==> config.mk <==
export PLATFORM = sky130hd
export DESIGN_NAME = uart_rx_loader
export DESIGN_NICKNAME = d
export VERILOG_FILES = /design/src/rtl/uart_rx_loader.sv
export SDC_FILE = /design/constraint.sdc
export NUM_CORES = 1
export LEC_CHECK = 0
export BUFFER_PORTS_ARGS = -buffer_cell sky130_fd_sc_hd__buf_4
export CAP_MARGIN = 20
export CORE_ASPECT_RATIO = 1.2
export CORE_UTILIZATION = 56
export CTS_BUF_LIST = sky130_fd_sc_hd__clkbuf_4 sky130_fd_sc_hd__clkbuf_8
export DETAILED_ROUTE_END_ITERATION = 7
export GPL_TIMING_DRIVEN = 0
export HOLD_SLACK_MARGIN = 0.1
export PLACE_DENSITY_LB_ADDON = 0.25
export SLEW_MARGIN = 20
export SYNTH_ARGS = -nofsm -noshare
export SYNTH_HDL_FRONTEND = slang
export SYNTH_SLANG_ARGS = --single-unit
==> constraint.sdc <==
create_clock -name i_wb_clk -period 5.5 [get_ports i_wb_clk]
set_input_delay 0.825 -clock i_wb_clk [delete_from_list [all_inputs] [get_ports i_wb_clk]]
set_output_delay 0.825 -clock i_wb_clk [all_outputs]
set_load 0.03 [all_outputs]
==> src/rtl/uart_rx_loader.sv <==
// UART 8N1 receiver that packs bytes into 32-bit words and writes them into RAM over Wishbone.
// Latency: byte strobe one cycle after the stop-bit sample; bus request one cycle after a word lands in holding.
// Backpressure: one-entry holding register; a completed word meeting a full holding register is dropped and sets o_overrun.
//
// Ports:
//   i_wb_clk, i_wb_rst        : clock, asynchronous active-high reset
//   i_rx                      : asynchronous serial input, idle high
//   i_cpu_cyc                 : CPU owns the RAM bus while high; no new cycle starts then
//   o_wb_adr/dat/sel/we/cyc   : Wishbone write master, i_wb_ack ends the cycle
//   o_byte, o_byte_valid      : last good byte and its one-cycle strobe
//   o_frame_err               : one-cycle strobe on a low stop bit
//   o_overrun, i_clr          : sticky lost-word flag and its synchronous clear
module uart_rx_loader #(
   parameter int          CLKS_PER_BIT = 104,
   parameter logic [31:0] ADR_LL       = 32'h00000C00,
   parameter logic [31:0] ADR_UL       = 32'h00C10000
) (
   input  logic        i_wb_clk,
   input  logic        i_wb_rst,
   input  logic        i_rx,
   input  logic        i_cpu_cyc,
   output logic [31:0] o_wb_adr,
   output logic [31:0] o_wb_dat,
   output logic [3:0]  o_wb_sel,
   output logic        o_wb_we,
   output logic        o_wb_cyc,
   input  logic        i_wb_ack,
   output logic [7:0]  o_byte,
   output logic        o_byte_valid,
   output logic        o_frame_err,
   output logic        o_overrun,
   input  logic        i_clr
);

   localparam int HALF_BIT = CLKS_PER_BIT / 2;

   typedef enum logic [1:0] {RX_IDLE, RX_START, RX_DATA, RX_STOP} rx_state_t;
   typedef enum logic       {BUS_IDLE, BUS_REQ} bus_state_t;

   rx_state_t  rx_state, rx_next;
   bus_state_t bus_state, bus_next;

   // ---------------------------------------------------------------
   // Synchronizer; rx_prev is one more stage used only for the
   // falling-edge detect so the edge is seen on synchronized data.
   // ---------------------------------------------------------------
   logic rx_meta, rx_sync, rx_prev;

   always_ff @(posedge i_wb_clk or posedge i_wb_rst) begin
      if (i_wb_rst) begin
         rx_meta <= 1'b1;
         rx_sync <= 1'b1;
         rx_prev <= 1'b1;
      end else begin
         rx_meta <= i_rx;
         rx_sync <= rx_meta;
         rx_prev <= rx_sync;
      end
   end

   // ---------------------------------------------------------------
   // Receiver FSM
   // ---------------------------------------------------------------
   logic [15:0] clk_cnt;
   logic [2:0]  bit_cnt;
   logic [7:0]  shift_reg;
   logic        half_hit, full_hit;
   logic        cnt_clr, shift_en, byte_good, byte_bad;

   assign half_hit = (clk_cnt == 16'(HALF_BIT - 1));
   assign full_hit = (clk_cnt == 16'(CLKS_PER_BIT - 1));

   always_ff @(posedge i_wb_clk or posedge i_wb_rst) begin
      if (i_wb_rst) rx_state <= RX_IDLE;
      else          rx_state <= rx_next;
   end

   always_comb begin
      rx_next = rx_state;
      case (rx_state)
         RX_IDLE:  if (rx_prev && !rx_sync) rx_next = RX_START;
         // A start bit that is high again at its midpoint was a glitch.
         RX_START: if (half_hit) rx_next = rx_sync ? RX_IDLE : RX_DATA;
         RX_DATA:  if (full_hit && bit_cnt == 3'd7) rx_next = RX_STOP;
         RX_STOP:  if (full_hit) rx_next = RX_IDLE;
         default:  rx_next = RX_IDLE;
      endcase
   end

   always_comb begin
      cnt_clr   = 1'b0;
      shift_en  = 1'b0;
      byte_good = 1'b0;
      byte_bad  = 1'b0;
      case (rx_state)
         RX_IDLE:  cnt_clr = 1'b1;
         RX_START: cnt_clr = half_hit;
         RX_DATA: begin
            cnt_clr  = full_hit;
            shift_en = full_hit;
         end
         RX_STOP: begin
            cnt_clr   = full_hit;
            byte_good = full_hit &  rx_sync;
            byte_bad  = full_hit & ~rx_sync;
         end
         default:  cnt_clr = 1'b1;
      endcase
   end

   always_ff @(posedge i_wb_clk or posedge i_wb_rst) begin
      if (i_wb_rst) begin
         clk_cnt      <= '0;
         bit_cnt      <= '0;
         shift_reg    <= '0;
         o_byte       <= '0;
         o_byte_valid <= 1'b0;
         o_frame_err  <= 1'b0;
      end else begin
         clk_cnt <= cnt_clr ? 16'd0 : clk_cnt + 16'd1;
         if (rx_state == RX_IDLE) bit_cnt <= '0;
         else if (shift_en)       bit_cnt <= bit_cnt + 3'd1;
         // LSB arrives first, so shift in from the top.
         if (shift_en) shift_reg <= {rx_sync, shift_reg[7:1]};
         if (byte_good) o_byte <= shift_reg;
         o_byte_valid <= byte_good;
         o_frame_err  <= byte_bad;
      end
   end

   // ---------------------------------------------------------------
   // Word assembly and holding register
   // ---------------------------------------------------------------
   logic [1:0]  byte_idx;
   logic [23:0] asm_word;
   logic [31:0] hold_dat;
   logic        hold_full;
   logic        hold_take, hold_load, overrun_set;
   logic [31:0] wr_ptr, ptr_inc;

   assign hold_take   = (bus_state == BUS_REQ) && i_wb_ack;
   // A word may enter holding on the same edge the bus drains it.
   assign hold_load   = byte_good && (byte_idx == 2'd3) && (!hold_full || hold_take);
   assign overrun_set = byte_good && (byte_idx == 2'd3) && hold_full && !hold_take;
   assign ptr_inc     = wr_ptr + 32'd4;

   always_ff @(posedge i_wb_clk or posedge i_wb_rst) begin
      if (i_wb_rst) begin
         byte_idx  <= '0;
         asm_word  <= '0;
         hold_dat  <= '0;
         hold_full <= 1'b0;
         o_overrun <= 1'b0;
         wr_ptr    <= ADR_LL;
      end else begin
         if (byte_good) begin
            byte_idx <= byte_idx + 2'd1;
            case (byte_idx)
               2'd0:    asm_word[7:0]   <= shift_reg;
               2'd1:    asm_word[15:8]  <= shift_reg;
               2'd2:    asm_word[23:16] <= shift_reg;
               default: ;
            endcase
         end
         if (hold_load) hold_dat <= {shift_reg, asm_word};
         if (hold_load)      hold_full <= 1'b1;
         else if (hold_take) hold_full <= 1'b0;
         if (overrun_set) o_overrun <= 1'b1;
         else if (i_clr)  o_overrun <= 1'b0;
         // ADR_UL itself is a valid target; wrap only once past it.
         if (hold_take) wr_ptr <= (ptr_inc > ADR_UL) ? ADR_LL : ptr_inc;
      end
   end

   // ---------------------------------------------------------------
   // Bus FSM
   // ---------------------------------------------------------------
   always_ff @(posedge i_wb_clk or posedge i_wb_rst) begin
      if (i_wb_rst) bus_state <= BUS_IDLE;
      else          bus_state <= bus_next;
   end

   always_comb begin
      bus_next = bus_state;
      case (bus_state)
         BUS_IDLE: if (hold_full && !i_cpu_cyc) bus_next = BUS_REQ;
         // Once started the cycle runs to ack regardless of i_cpu_cyc.
         BUS_REQ:  if (i_wb_ack) bus_next = BUS_IDLE;
         default:  bus_next = BUS_IDLE;
      endcase
   end

   // Address and data come straight from the pointer and holding
   // register, neither of which changes while a cycle is open.
   always_comb begin
      o_wb_cyc = (bus_state == BUS_REQ);
      o_wb_we  = (bus_state == BUS_REQ);
      o_wb_sel = 4'b1111;
      o_wb_adr = wr_ptr;
      o_wb_dat = hold_dat;
   end

endmodule

==> impl_results.md <==
* Status: finished with violations
* Failing checks: design-rule violations
* Antenna-violating nets left at 0
* DRT Wirelength at ~13000 µm
* Asr flop ratio synth at 1.00
* Critical path peak fanout at 10
* Initial antenna violation count at 0
* Reg2Reg Capture Point: o_wb_adr[9]$_DFFE_PP0P_
* Tcrit/Tclk final at 0.615
* Htree depth at 4
* Dominant cells by area after synthesis: dfrtp_1, mux2_2, nand2_1
* Slew headroom at 0.630
* Largest register FFs at 32
* IO Pins at 87
* Flip-flop and latch area at approximately 3300 µm²
* Synth Register Bits at 133
* Syn Std Cell Area at between 6000 and 7000 µm²
* Crit path setup slack, layout at 2.12 ns
* Largest net degree at the start of global routing at 110
* EDFF count, synth at 0
* CP Launch Type: flop
* Die Height at 117 µm
* Die W at 98.1 µm
* Clk_lat worst skew at ~0.43 ns
* Final global-route overflow total at 0
* R2R depth at 9
* Reg2Reg Launch Point: o_wb_adr[2]$_DFFE_PP0P_
* Synth-to-layout area growth at 20.3%
* Setup repair bufs after CTS at 0
* Hold Crit Class: input port to asynchronous set/reset pin
* Fin. Hold Viols at 0
* Yosys top cell by area: dfrtp_1
* CTS-repair resized insts at 0
* Die ar. at roughly 12000 µm²
* Hold buffers post-CTS at 0
* Vias per cell at 5.80
* Main synth FF type: dfrtp_1
* DR iter-0 viols at 354
* DR vias at roughly 4700
* DRC viols at 6
* Maximum root-to-sink buffer count at 2
* TritonCTS clock tree: built
* Finish-stage setup viols at 0
* Syn Inst Count at around 560
* Post-synth top area share at 0.516
* Worst EP required at between 5 and 6 ns
* First-pass GRT wire length at between 20000 and 25000 µm
* Worst-path clk slew at roughly 0.080 ns
* Crit Path Class: flop to flop
* Rows at 41
* Syn. warnings at 0
* Final net count at 680
* Maximum clock frequency at 296 MHz
* Core Region at 10700 µm²
* First-pass iteration count of the detailed router at 7
* Routed WL per cell at roughly 16 µm
* Initial Util at 0.582
* DP HPWL at just over 9000 µm
* Most frequent cells after synthesis: dfrtp_1, nand2_1, mux2_2, nor2_1, nand3_1
* Max-Cap Viols at 0
* CP endpoint: o_wb_adr[9]$_DFFE_PP0P_
* Final GP Congestion at around 0.91
* Synthesized area per cell at between 10 and 15 µm²
* Fillers at around 790
* Critical path arrival at between 3 and 4 ns
* Sequential area share after synthesis at 0.537
* Flop2flop setup slack at around 2.1 ns
* CTS root buffer: clkbuf_8
* Slew Limit Fails at 0
* Worst setup EP type: flop
* Clock Skew at ~0.016 ns
* Worst Max-Slew Pin Slew at 0.556 ns
* Port bufs at 80
* PD cells at slightly above 300 nW/µm²
* Antenna Cells at 0
* Count leader, synth: dfrtp_1
* Final Core Density at 0.700
* Peak supply drop at around 0.0002 V
* Static leakage at roughly 3.7 nW
* CTS sink count at 133
* Worst Setup SP: o_wb_adr[2]$_DFFE_PP0P_
* Area taken by multi-input logic gates at 2670 µm²
* Post-Place Setup Slack at between 2 and 2.5 ns
* Yosys cell types at between 50 and 60
* CTS Buf Count at 17
* Layout cells sized above 1 at 0.313
* Vias in the first global route at around 4500
* RSZ-0062 raised after global routing: no
* Gr usage total at 0.242
* Min cycle time layout at 3.38 ns
==> per-stage QoR <==
stage	instances	setup TNS, ns	instance area (µm²)	hold WS (ns)	total power, mW
4_1_cts	807	0	7470	0.298	2.31
3_5_place_dp	775	0	7020	0.347	1.40
2_1_floorplan	565	0	6220	0.345	1.30
6_report	807	0	7470	0.321	2.29
3_3_place_gp	774	-19.10	6980	0.348	1.38
5_1_grt	807	0	7470	0.318	2.38
==> power breakdown <==
group          switching (mW)  internal (mW)
clock                   0.396          0.512
combinational           0.191          0.107
sequential             0.0601           1.02
total                   0.647           1.64
==> per-layer routing <==
metal / up-vias / GRT usage / share of wire
li1: 2175 / - / -
met1: 2296 / 0.314 / 0.43
met2: 189 / 0.395 / 0.50
met3: 22 / 0.0459 / 0.064
met4: 0 / 0.108 / 0.015
met5: - / 0 / 0
==> cells by family after synthesis <==
| kind of cell | after synthesis | share of synthesized area |
|---|---|---|
| AND/OR/NAND/NOR | 214 | 0.172 |
| flip-flops | 133 | 0.537 |
| multiplexers | 69 | 0.124 |
| AO/OA/AOI/OAI | 67 | 0.0804 |
| buffers and inverters | 44 | 0.0345 |
| XOR/XNOR | 23 | 0.0325 |
| adder cells (fa/ha/maj) | 9 | 0.0181 |
| other | 2 | 0.00121 |
==> critical path, cell delays in order (launching register included) <==
cell      delay (ns)
dfrtp_1         0.47
ha_1            0.35
nand4_1         0.39
nor4_4          0.51
and3_1          0.26
a31o_2          0.16
o211ai_1        0.12
a211oi_4        0.49
nand2_2         0.26
o311ai_2        0.27
==> worst min path at each step <==
stage                                         end  slack (ns)  depth (start not counted)
final                     o_wb_adr[3]$_DFFE_PP0P_        0.32                          2
after global placement          rx_sync$_DFF_PP1_        0.35                          0
after floorplan                 rx_sync$_DFF_PP1_        0.35                          0
after detailed placement        rx_sync$_DFF_PP1_        0.35                          0
after global routing         clk_cnt[8]$_DFF_PP0_        0.32                          2
after CTS                 o_wb_adr[3]$_DFFE_PP0P_        0.30                          2
==> cell usage in the layout, fill, tap and decap left out, types with 8 or more instances in the layout <==
cell type / instances
a31oi_1: 13
and2_1: 14
and3_1: 11
buf_2: 9
buf_4: 88
clkbuf_1: 13
clkbuf_8: 18
dfrtp_1: 128
ha_1: 9
inv_1: 10
mux2_2: 63
nand2_1: 74
nand3_1: 26
nand4_1: 13
nor2_1: 40
nor3_1: 10
o211ai_1: 8
o21ai_0: 8
xnor2_1: 11
xor2_1: 12
==> final cells by class <==
type	count	share of cell area
sequential	133	0.447
clock inverter	14	0.0266
buffer	32	0.0226
multi-input combinational	388	0.358
timing repair buffer	81	0.0841
tap	129	0.0216
inverter	12	0.00704
clock buffer	18	0.0332
(Power assumes the default switching activity.)
